### config.mk
export PLATFORM = sky130hd
export DESIGN_NAME = uart_rx_ctrl
export DESIGN_NICKNAME = d
export VERILOG_FILES = /design/src/rtl/uart_pkg.sv /design/src/rtl/uart_sync.sv /design/src/rtl/uart_rx_ctrl.sv
export SDC_FILE = /design/constraint.sdc
export NUM_CORES = 1
export LEC_CHECK = 0
export ABC_CLOCK_PERIOD_IN_PS = 1400
export CELL_PAD_IN_SITES_DETAIL_PLACEMENT = 0
export CELL_PAD_IN_SITES_GLOBAL_PLACEMENT = 1
export CORE_ASPECT_RATIO = 1.75
export CORE_MARGIN = 2
export CORE_UTILIZATION = 40
export CTS_CLUSTER_DIAMETER = 150
export DETAILED_ROUTE_END_ITERATION = 10
export DONT_BUFFER_PORTS = 1
export GPL_ROUTABILITY_DRIVEN = 0
export HOLD_SLACK_MARGIN = 0.08
export PLACE_DENSITY_LB_ADDON = 0.1
export SETUP_SLACK_MARGIN = 0.3
export SLEW_MARGIN = 0
export SYNTH_ARGS = -nofsm -noshare
export SYNTH_HDL_FRONTEND = slang
export SYNTH_HIERARCHICAL = 1
export SYNTH_SLANG_ARGS = --single-unit
### constraint.sdc
create_clock -name clk -period 1.4 [get_ports clk]
set_input_delay 0.21 -clock clk [delete_from_list [all_inputs] [get_ports clk]]
set_output_delay 0.21 -clock clk [all_outputs]
set_load 0.05 [all_outputs]
### src/rtl/uart_pkg.sv
// Shared UART definitions: receiver state type, default data width, majority vote helper.
package uart_pkg;

    localparam int unsigned UART_DATA_W = 8;

    typedef enum logic [2:0] {
        RX_IDLE,
        RX_START,
        RX_DATA,
        RX_PARITY,
        RX_STOP,
        RX_WAIT_IDLE
    } rx_state_t;

    function automatic logic maj3(input logic a, input logic b, input logic c);
        return (a & b) | (a & c) | (b & c);
    endfunction

endpackage

### src/rtl/uart_sync.sv
// N-flop synchronizer for asynchronous UART lines; flops reset to 1 (line idle).
module uart_sync #(
    parameter int unsigned STAGES = 2
) (
    input  logic clk,
    input  logic rst_n,
    input  logic d,
    output logic q
);

    logic [STAGES-1:0] ff;

    always_ff @(posedge clk) begin
        if (!rst_n) begin
            ff <= '1;
        end else begin
            ff <= {ff[STAGES-2:0], d};
        end
    end

    assign q = ff[STAGES-1];

endmodule

### src/rtl/uart_rx_ctrl.sv
// UART receive frame controller driving an external baud/oversampling generator.
// Optional parity checking is enabled with `define UART_RX_PARITY_EN.
module uart_rx_ctrl
    import uart_pkg::*;
#(
    parameter int unsigned SYNC_STAGES = 2,
    parameter int unsigned DATA_W      = UART_DATA_W
) (
    input  logic              clk,
    input  logic              rst_n,
    input  logic              rx,
    input  logic              cfg_stop2,
    output logic              baud_clear,
    input  logic              baud_sample_6th,
    input  logic              baud_sample_8th,
    input  logic              baud_sample_10th,
    input  logic              baud_sample_16th,
    output logic [DATA_W-1:0] rx_data,
    output logic              rx_valid,
    input  logic              rx_ready,
    output logic              frame_err,
    output logic              overrun_err,
    output logic              busy
`ifdef UART_RX_PARITY_EN
    ,
    input  logic              cfg_parity_odd,
    output logic              parity_err
`endif
);

    localparam int unsigned CNT_W = (DATA_W > 1) ? $clog2(DATA_W) : 1;

    rx_state_t         state;
    logic              rx_s;
    logic              v0;
    logic              v1;
    logic              vote;
    logic [DATA_W-1:0] shreg;
    logic [CNT_W-1:0]  bit_cnt;
    logic              stop2;
    logic              second_stop;
    logic              frame_done;
`ifdef UART_RX_PARITY_EN
    logic              par_bad;
`endif

    uart_sync #(
        .STAGES(SYNC_STAGES)
    ) u_sync (
        .clk  (clk),
        .rst_n(rst_n),
        .d    (rx),
        .q    (rx_s)
    );

    always_ff @(posedge clk) begin
        if (!rst_n) begin
            v0 <= 1'b1;
            v1 <= 1'b1;
        end else begin
            if (baud_sample_6th) v0 <= rx_s;
            if (baud_sample_8th) v1 <= rx_s;
        end
    end

    always_comb begin
        vote       = maj3(v0, v1, rx_s);
        baud_clear = (state == RX_IDLE) || (state == RX_WAIT_IDLE);
        busy       = (state != RX_IDLE);
        // A good final stop bit completes the frame at its 10th sample, not at bit end.
        frame_done = (state == RX_STOP) && baud_sample_10th && vote &&
                     (!stop2 || second_stop);
    end

    always_ff @(posedge clk) begin
        if (!rst_n) begin
            state       <= RX_IDLE;
            rx_valid    <= 1'b0;
            rx_data     <= '0;
            frame_err   <= 1'b0;
            overrun_err <= 1'b0;
            shreg       <= '0;
            bit_cnt     <= '0;
            stop2       <= 1'b0;
            second_stop <= 1'b0;
`ifdef UART_RX_PARITY_EN
            par_bad     <= 1'b0;
            parity_err  <= 1'b0;
`endif
        end else begin
            frame_err   <= 1'b0;
            overrun_err <= 1'b0;
`ifdef UART_RX_PARITY_EN
            parity_err  <= 1'b0;
`endif

            if (frame_done) begin
                if (!rx_valid || rx_ready) begin
                    rx_data  <= shreg;
                    rx_valid <= 1'b1;
                end else begin
                    overrun_err <= 1'b1;
                end
`ifdef UART_RX_PARITY_EN
                parity_err <= par_bad;
`endif
            end else if (rx_valid && rx_ready) begin
                rx_valid <= 1'b0;
            end

            case (state)
                RX_IDLE: begin
                    if (!rx_s) begin
                        state       <= RX_START;
                        stop2       <= cfg_stop2;
                        second_stop <= 1'b0;
                    end
                end
                RX_START: begin
                    if (baud_sample_10th && vote) begin
                        state <= RX_IDLE;
                    end else if (baud_sample_16th) begin
                        state   <= RX_DATA;
                        bit_cnt <= '0;
                    end
                end
                RX_DATA: begin
                    if (baud_sample_10th) begin
                        shreg <= {vote, shreg[DATA_W-1:1]};
                    end
                    if (baud_sample_16th) begin
                        if (bit_cnt == CNT_W'(DATA_W - 1)) begin
`ifdef UART_RX_PARITY_EN
                            state <= RX_PARITY;
`else
                            state <= RX_STOP;
`endif
                        end else begin
                            bit_cnt <= bit_cnt + CNT_W'(1);
                        end
                    end
                end
`ifdef UART_RX_PARITY_EN
                RX_PARITY: begin
                    if (baud_sample_10th) begin
                        par_bad <= (vote != ((^shreg) ^ cfg_parity_odd));
                    end
                    if (baud_sample_16th) begin
                        state <= RX_STOP;
                    end
                end
`endif
                RX_STOP: begin
                    if (baud_sample_10th) begin
                        if (!vote) begin
                            frame_err <= 1'b1;
                            state     <= RX_WAIT_IDLE;
                        end else if (!stop2 || second_stop) begin
                            state <= RX_IDLE;
                        end
                    end else if (baud_sample_16th) begin
                        second_stop <= 1'b1;
                    end
                end
                RX_WAIT_IDLE: begin
                    if (rx_s) begin
                        state <= RX_IDLE;
                    end
                end
                default: state <= RX_IDLE;
            endcase
        end
    end

endmodule
==> out/metrics.cfg <==
[outcome]
status = complete, but fails checks
violations = negative setup slack

[pwr]
leakagePower_nw = 0.624
ir_drop_mv = 0.940
power_density_mw_per_mm2 = 1330

[global_route]
antenna_found_initial = 0
grt_max_degree = 21
grt_pass1_vias = 1094
grt_first_pass_wirelength_microns = 5080
grt_usage_pct = 19.2
grt-ovfl-total = 0

[worst_hold_path]
worstHoldStart = rst_n
holdCritPathClass = in -> reg

[logic_synthesis]
yosysUniqueCellTypes = 36
synth.avg_cell_area_sq_um = 8.44
synth_nets = 168
synthCells = 157
ys_ff_latch = 31
ys_seq_area_share_pct = 46.8
ys_warn_count = 6
synth.cell_area_sq_mm = 0.00133

[sta]
fin_ws_ps = -124
fin_crit_sh_pct = 109
final.min_clock_period_ps = 1520
fin_setup_tns_ps = -557
slew_headroom_pct = 50.0
worstMarginPinSlew_ps = 750
skew_ps = 5.27
drv_slew = 0
setup-violations-final = 6
clock.fmax_mhz = 656
rsz0062_at_grt = yes
hold_violations = 0

[clock_network]
clockBufferDepth = 2
cts.htree.levels = 2
cts_buffers = 5
clock_latency_ps = 280
cts-root-buf = clkbuf_8
cts_tree = yes
path_clk_slew_ps = 60
cts.sinks = 31

[placement]
numPortBuffers = 0
pre_cts_ws_ps = -115
dp.cells = 203
dp_hpwl_microns = 2240

[setup_path]
end_kind = flip-flop
worstPathArrival_ps = 1720
worstReg2RegStart = v0$_SDFFE_PN1P_
required_ps = 1590
worstPathMaxFanout = 3
crit_start = v0$_SDFFE_PN1P_
start_kind = flip-flop
critPathKind = reg -> reg

[floorplanning]
dieArea_sq_mm = 0.00381
fp-row-count = 27
boundaryPins = 22
initial_core_util_pct = 42.2
die_h_microns = 80.1
die_w_microns = 47.5
design.core.area_sq_mm = 0.00314

[drt]
drt_pre_antenna_iters = 4
viasPerCell = 5.17
finalWirelength_microns = 3220
ant_nets = 0
drc = 0
vias = 1143
routedWlPerCell_microns = 14.6
drt_iter0_drc = 22

[layout]
seqCellArea_sq_um = 642
nNetsFinal = 188
diodes = 0
layout-drive-gt1-share_pct = 33.1
multi_input_area_sq_um = 739
synthToLayoutAreaGrowth_pct = 33.0
finish.utilization_pct = 56.1
fin_cells = 221
fill_cells = 287

[run]
drv_cap = 0

## registers in the layout (all words and copies together), names as in the netlist
signal,flops
bit_cnt,3
v0,1
shreg,8
overrun_err,1
u_sync/ff,2
second_stop,1
stop2,1
frame_err,1
rx_data,8
v1,1
state,3
rx_valid,1
## cells in the final DEF, fill, tap and decap left out, drive strengths merged, types with 2 or more instances in the layout
cell type | netlist | layout
nand2 | 34 | 34
dfxtp | 31 | 31
buf | 3 | 16
nand3 | 13 | 13
a21oi | 11 | 11
clkbuf | 5 | 8
o21ai | 8 | 8
nor2 | 7 | 7
nand2b | 6 | 6
mux2i | 6 | 6
dlygate4sd3 | 0 | 5
inv | 4 | 4
nor3 | 3 | 3
and4bb | 2 | 2
nand4 | 2 | 2
ha | 2 | 2
and3 | 2 | 2
## synthesized netlist by cell type, drive strengths merged
cell	number	area [sq um]
a211o	1	8.76
a21boi	1	7.51
a21oi	11	55.1
a31o	1	8.76
a31oi	1	6.26
a41oi	1	8.76
and2	1	6.26
and2b	1	7.51
and3	2	12.5
and4bb	2	25.0
buf	3	23.8
clkbuf	5	18.8
dfxtp	31	621
dlygate4sd1	1	8.76
ha	2	25.0
inv	4	15.0
maj3	1	11.3
mux2i	6	60.1
nand2	34	128
nand2b	6	37.5
nand3	13	65.1
nand3b	1	7.51
nand4	2	12.5
nor2	7	26.3
nor3	3	15.0
nor3b	1	7.51
o211ai	1	7.51
o21ai	8	40.0
o2bb2ai	1	8.76
o311a	1	10.0
o32ai	1	8.76
or2	1	6.26
or3	1	6.26
xor2	1	8.76
## timing repair
item                       4_1_cts  5_1_grt
setup endpoints to repair       36       33
hold endpoints to repair        16        0
setup buffers                    4        0
hold buffers                     6        0
resized for setup               16        4
pin swaps                        6        2
## per-layer routing
| layer | track usage (%) | vias up | share of wire [%] |
|---|---|---|---|
| met5 | 0 | - | 0 |
| met4 | 8.61 | 0 | 2.8 |
| met3 | 5.39 | 10 | 3.3 |
| met2 | 33.5 | 23 | 56 |
| met1 | 19.7 | 534 | 38 |
| li1 | - | 576 | - |
## where the power goes
group          total (W)  leakage [nW]  switching, W  internal (W)
Clock           0.000765        0.0515      0.000317      0.000448
Sequential      0.000950         0.257     0.0000426      0.000907
Combinational   0.000620         0.315      0.000332      0.000288
Total            0.00233         0.624      0.000691       0.00164
## worst paths after layout
| check | endpoint | slack, ps | cells after the start |
|---|---|---|---|
| setup reg to reg | state[0]$_SDFFE_PN0P_ | -120 | 4 |
| hold / removal | rx_data[1]$_SDFFE_PN0P_ | 90 | 2 |
| setup / recovery | state[0]$_SDFFE_PN0P_ | -120 | 4 |
| hold reg to reg | u_sync/ff[1]$_SDFF_PN1_ | 410 | 1 |
## critical path, stage by stage, from the launching register on
cell     delay, ps
dfxtp_2        320
maj3_2         320
a211o_1        310
o311a_1        310
o32ai_2        180
## logic make-up after synthesis
family | count (synthesis) | share of synthesized area [%]
adder cells (fa/ha/maj) | 3 | 2.74
XOR/XNOR | 1 | 0.661
AND/OR/NAND/NOR | 75 | 27.4
AO/OA/AOI/OAI | 28 | 12.8
multiplexers | 6 | 4.53
flip-flops | 31 | 46.8
buffers and inverters | 13 | 5.00
## area by class of cell
| cell class | instances | share of cell area, % |
|---|---|---|
| clock buffer | 8 | 5.68 |
| inverter | 4 | 0.852 |
| multi-input combinational | 113 | 42.0 |
| sequential | 31 | 36.4 |
| tap | 43 | 3.05 |
| timing repair buffer | 22 | 12.0 |
## per-stage QoR
step           power (W)  area, sq um  hold slack [ps]
2_1_floorplan    0.00136         1440              283
3_5_place_dp     0.00147         1530              283
4_1_cts          0.00233         1750             80.8
5_1_grt          0.00244         1760             87.6
6_report         0.00233         1760             89.2
3_3_place_gp     0.00146         1530              277
No activity file was read; power rests on OpenSTA's default activity.
